File: src/rtl/gray_bin_conv.sv
// Two-stage streaming Gray/binary converter with valid/ready handshakes on both sides.
// G2B beats are compared against the previous G2B code; jumps of two or more bits are counted.
module gray_bin_conv #(
    parameter int unsigned WIDTH = 4,
    parameter int unsigned CNT_W = 8
) (
    input  logic             i_clk,
    input  logic             i_rst,
    input  logic             i_in_valid,
    output logic             o_in_ready,
    input  logic [WIDTH-1:0] i_in_data,
    input  logic             i_in_mode,
    output logic             o_out_valid,
    input  logic             i_out_ready,
    output logic [WIDTH-1:0] o_out_data,
    output logic             o_out_mode,
    output logic             o_out_adj_err,
    output logic [CNT_W-1:0] o_err_cnt
);

    logic             r_s1_valid;
    logic [WIDTH-1:0] r_s1_data;
    logic             r_s1_mode;
    logic             r_s1_adj;

    logic             r_s2_valid;
    logic [WIDTH-1:0] r_s2_data;
    logic             r_s2_mode;
    logic             r_s2_adj;

    logic [WIDTH-1:0] r_prev_g;
    logic             r_prev_v;
    logic [CNT_W-1:0] r_err_cnt;

    logic             w_s2_load;
    logic             w_accept;
    logic             w_deliver;
    logic [WIDTH-1:0] w_diff;
    logic             w_far;
    logic             w_adj;
    logic [WIDTH-1:0] w_g2b;
    logic [WIDTH-1:0] w_b2g;
    logic [WIDTH-1:0] w_conv;

    assign w_s2_load  = !r_s2_valid || i_out_ready;
    assign o_in_ready = !r_s1_valid || w_s2_load;
    assign w_accept   = i_in_valid && o_in_ready;
    assign w_deliver  = r_s2_valid && i_out_ready;

    // Clearing the lowest set bit leaves something non-zero only when two or more bits differ.
    assign w_diff = i_in_data ^ r_prev_g;
    assign w_far  = |(w_diff & (w_diff - WIDTH'(1)));
    assign w_adj  = !i_in_mode && r_prev_v && w_far;

    always_comb begin
        w_g2b = '0;
        for (int i = 0; i < int'(WIDTH); i++) begin
            w_g2b[i] = ^(r_s1_data >> i);
        end
    end

    assign w_b2g  = r_s1_data ^ (r_s1_data >> 1);
    assign w_conv = r_s1_mode ? w_b2g : w_g2b;

    always_ff @(posedge i_clk) begin
        if (i_rst) begin
            r_s1_valid <= 1'b0;
            r_s1_data  <= '0;
            r_s1_mode  <= 1'b0;
            r_s1_adj   <= 1'b0;
        end else if (o_in_ready) begin
            r_s1_valid <= i_in_valid;
            if (w_accept) begin
                r_s1_data <= i_in_data;
                r_s1_mode <= i_in_mode;
                r_s1_adj  <= w_adj;
            end
        end
    end

    // S2 keeps its last contents when a bubble moves in, so idle outputs do not toggle.
    always_ff @(posedge i_clk) begin
        if (i_rst) begin
            r_s2_valid <= 1'b0;
            r_s2_data  <= '0;
            r_s2_mode  <= 1'b0;
            r_s2_adj   <= 1'b0;
        end else if (w_s2_load) begin
            r_s2_valid <= r_s1_valid;
            if (r_s1_valid) begin
                r_s2_data <= w_conv;
                r_s2_mode <= r_s1_mode;
                r_s2_adj  <= r_s1_adj;
            end
        end
    end

    always_ff @(posedge i_clk) begin
        if (i_rst) begin
            r_prev_g <= '0;
            r_prev_v <= 1'b0;
        end else if (w_accept && !i_in_mode) begin
            r_prev_g <= i_in_data;
            r_prev_v <= 1'b1;
        end
    end

    always_ff @(posedge i_clk) begin
        if (i_rst) begin
            r_err_cnt <= '0;
        end else if (w_deliver && r_s2_adj && (r_err_cnt != '1)) begin
            r_err_cnt <= r_err_cnt + CNT_W'(1);
        end
    end

    assign o_out_valid   = r_s2_valid;
    assign o_out_data    = r_s2_data;
    assign o_out_mode    = r_s2_mode;
    assign o_out_adj_err = r_s2_adj;
    assign o_err_cnt     = r_err_cnt;

endmodule

File: config.mk
export PLATFORM = sky130hd
export DESIGN_NAME = gray_bin_conv
export DESIGN_NICKNAME = d
export VERILOG_FILES = /design/src/rtl/gray_bin_conv.sv
export SDC_FILE = /design/constraint.sdc
export NUM_CORES = 1
export LEC_CHECK = 0
export ABC_AREA = 1
export BUFFER_PORTS_ARGS = -buffer_cell sky130_fd_sc_hd__buf_2
export CELL_PAD_IN_SITES_DETAIL_PLACEMENT = 1
export CELL_PAD_IN_SITES_GLOBAL_PLACEMENT = 1
export CORE_MARGIN = 10
export CORE_UTILIZATION = 40
export CTS_CLUSTER_SIZE = 25
export DETAILED_ROUTE_END_ITERATION = 16
export HOLD_SLACK_MARGIN = 0.02
export PLACE_DENSITY_LB_ADDON = 0.1
export SLEW_MARGIN = 20
export SYNTH_ARGS = -nofsm -noshare
export SYNTH_HDL_FRONTEND = slang
export SYNTH_SLANG_ARGS = --single-unit
export TNS_END_PERCENT = 50
File: constraint.sdc
create_clock -name i_clk -period 2.08 [get_ports i_clk]
set_input_delay 0.416 -clock i_clk [delete_from_list [all_inputs] [get_ports i_clk]]
set_output_delay 0.416 -clock i_clk [all_outputs]
set_load 0.05 [all_outputs]
==> metrics.txt <==
die area 0.00574 sq mm; Mapped Area 0.00124 sq mm; number of synthesized flops with an enable pin 0; Final ANT Viol Nets 0; total global routing track utilization 0.114; vias in the first global route 1212; Reg2Reg Setup Slack 0.66 ns; sw power 276 uW; P&R area growth vs syn 15.4%; post-CTS setup buffer count 0; Reg2Reg Depth 8; CP endpoint kind output pin; number of vias per cell 4.77; crit path max fanout 4; largest cells by area after synthesis dfxtp_1 43%, nand2_1 15%, a21oi_1 8.4%; clock slew at reported path FFs 0.15 ns; CP peak stage delay 0.41 ns; DP HPWL 2340 microns; n_diodes 0; Post-Syn Instances 175; layout cells sized above 1 0.185; combinational power share 0.162; data required time at the worst endpoint 1.66 ns; core area 0.00303 sq mm; 1st-iter DRT viols 58; Post-synth ARST share 0; GPL Wtd Cong 0.789; CP max stage cell dfxtp_1; Flop pwr share 0.595; crit path cell chain nand3_2 > buf_2; Vias 1163; CP top delay family flip-flops; VDD IR-drop max 0.310 mV; Critical Path Start Type flop; Worst Clk Skew 0.00453 ns; Layout fillers 406; Setup Total Neg Slack 0 ns; Hold Crit Class primary input to flop; row count 20; Crit Path Category flop to output pin; period utilisation layout 0.724; share of the synthesized area in the top cell type 0.434; IO Port Bufs 24; Worst-Margin Slew 0.337 ns; clk root buf clkbuf_4; Worst slew margin 0.775; TritonRoute pass-1 iters 4; sequential fraction of the synthesis area 0.434; largest net degree at the start of global routing 17; Chip Height 75.8 microns; Clock Sinks 27; Final Hold Viols 0; CTS buffer count 3; total wire length 2970 microns; post-cts sizing count 0; syn nets 185; worst path buffer plus inverter count 1; min Tclk post-route 1.51 ns; flops & latches, synth 27; Leak 0.000718 uW; PwrDens 652 mW/mm^2; Distinct cells, synth 20; final setup fails 0; Switching Fraction 0.295; largest area contributor in the netlist dfxtp_1; CTS tree built; CP Depth 2; outcome finished, final reports clean; DRC viols 0; power share of the clock group 0.243; r2r endpoint o_err_cnt[1]; total grt overflow 0; Max-Cap Viols 0; final total power 937 uW; Worst R2R Start o_err_cnt[1]; first-pass GRT wire length 5130 microns; worst setup path end o_in_ready; RSZ-0062 raised after global routing false; Worst Setup SP o_out_valid; post-layout net count 211; most frequently used flop master after synthesis dfxtp_1; Post-Syn Area per Cell 7.11 sq um; hold buffer count at cts 0; WL/cell 12.2 microns; # IOs 25; Max Clock Freq 664 MHz; Die W 75.8 microns; H-tree Lvls 1; Clock Latency Late Sink 0.32 ns; synth warn 0; crit path DAT 1.09 ns; deepest clock path buffer count 2; Final Slew Violations 0; P_int 660 uW; initial antenna violation count 0; starting density of the core 0.411
[worst register-to-register path, cell delays in order (launching register included)]
cell and delay (ns):
dfxtp_1 0.40, ha_1 0.22, nand3_1 0.10, nor2_2 0.13
nand2_1 0.10, nand2_4 0.12, inv_2 0.09, nor2_1 0.12
nor2_1 0.06
[per-layer routing]
layer,track usage,wire length [microns],up-vias
li1,-,-,600
met1,0.119,1250,541
met2,0.219,1550,18
met3,0.0208,151,4
met4,0.0392,30,0
met5,0,0,-
[cell usage in the layout, fill, tap and decap left out]
cell,count
a21oi_1,21
nand2_1,50
a21o_1,1
nand2_4,1
nand4_1,1
inv_2,3
clkbuf_4,3
inv_1,20
buf_2,24
xor2_1,8
nand3_1,5
nand3_2,1
clkinv_2,1
nor2_1,12
ha_1,1
nor2_2,1
dfxtp_1,27
o21ai_0,12
a211oi_1,2
nand2_2,3
xnor2_1,3
[power groups by stage]
stage	clock [uW]	sequential, uW	combinational, uW
2_1_floorplan	0	601	81.4
3_3_place_gp	0	567	150
3_5_place_dp	0	569	154
4_1_cts	243	558	155
5_1_grt	265	561	174
6_report	227	557	152
[area by class of cell]
class,instances,area (sq um),share of cell area
multi-input cells,122,607,0.422
flip-flops and latches,27,541,0.376
repair buffers,24,120,0.0836
inverters,23,86.3,0.0601
well taps,44,55.1,0.0383
clock buffers,3,22.5,0.0157
clock inverters,1,5.00,0.00348
[synthesized netlist by cell type (2+ instances only)]
library cell	n
nand2_1	50
dfxtp_1	27
a21oi_1	21
inv_1	20
nor2_1	12
o21ai_0	12
xor2_1	8
nand3_1	5
inv_2	3
nand2_2	3
xnor2_1	3
a211oi_1	2
clkbuf_1	2
[metrics by stage]
stage	instance area (sq um)	hold slack [ns]	setup slack, ns	util	cells
6_report	1440	0.372	0.573	0.474	244
5_1_grt	1440	0.381	0.470	0.474	244
4_1_cts	1440	0.355	0.552	0.474	244
3_5_place_dp	1410	0.458	0.623	0.465	240
3_3_place_gp	1410	0.445	0.662	0.465	240
2_1_floorplan	1240	0.436	0.292	-	175
[cells by family (layout without fill, tap and decap cells)]
family          count (synthesis)  after routing  share of synthesized area
compound gates                 36             36                      0.151
xor+xnor                       11             11                     0.0774
fa+ha+maj                       1              1                     0.0100
buf+inv                        26             51                     0.0784
flops                          27             27                      0.434
simple gates                   74             74                      0.249
[flip-flops by register name, summed over array words and instances, names as in the netlist]
register	count
r_s1_mode	1
o_err_cnt	8
r_prev_v	1
r_s1_valid	1
o_out_valid	1
r_s1_adj	1
r_prev_g	4
r_s1_data	4
o_out_data	4
o_out_adj_err	1
o_out_mode	1
[worst min-delay path by stage]
stage                  from  slack (ns)  depth (start not counted)      endpoint
3_5_place_dp       r_s1_adj        0.46                          2      r_s1_adj
6_report       i_in_data[2]        0.37                          3  r_s1_data[2]
4_1_cts        i_in_data[2]        0.35                          3  r_s1_data[2]
5_1_grt        i_in_data[2]        0.38                          3  r_s1_data[2]
2_1_floorplan      r_prev_v        0.44                          2      r_prev_v
3_3_place_gp       r_prev_v        0.45                          2      r_prev_v
Note: power is estimated with default switching activity, not from simulation.
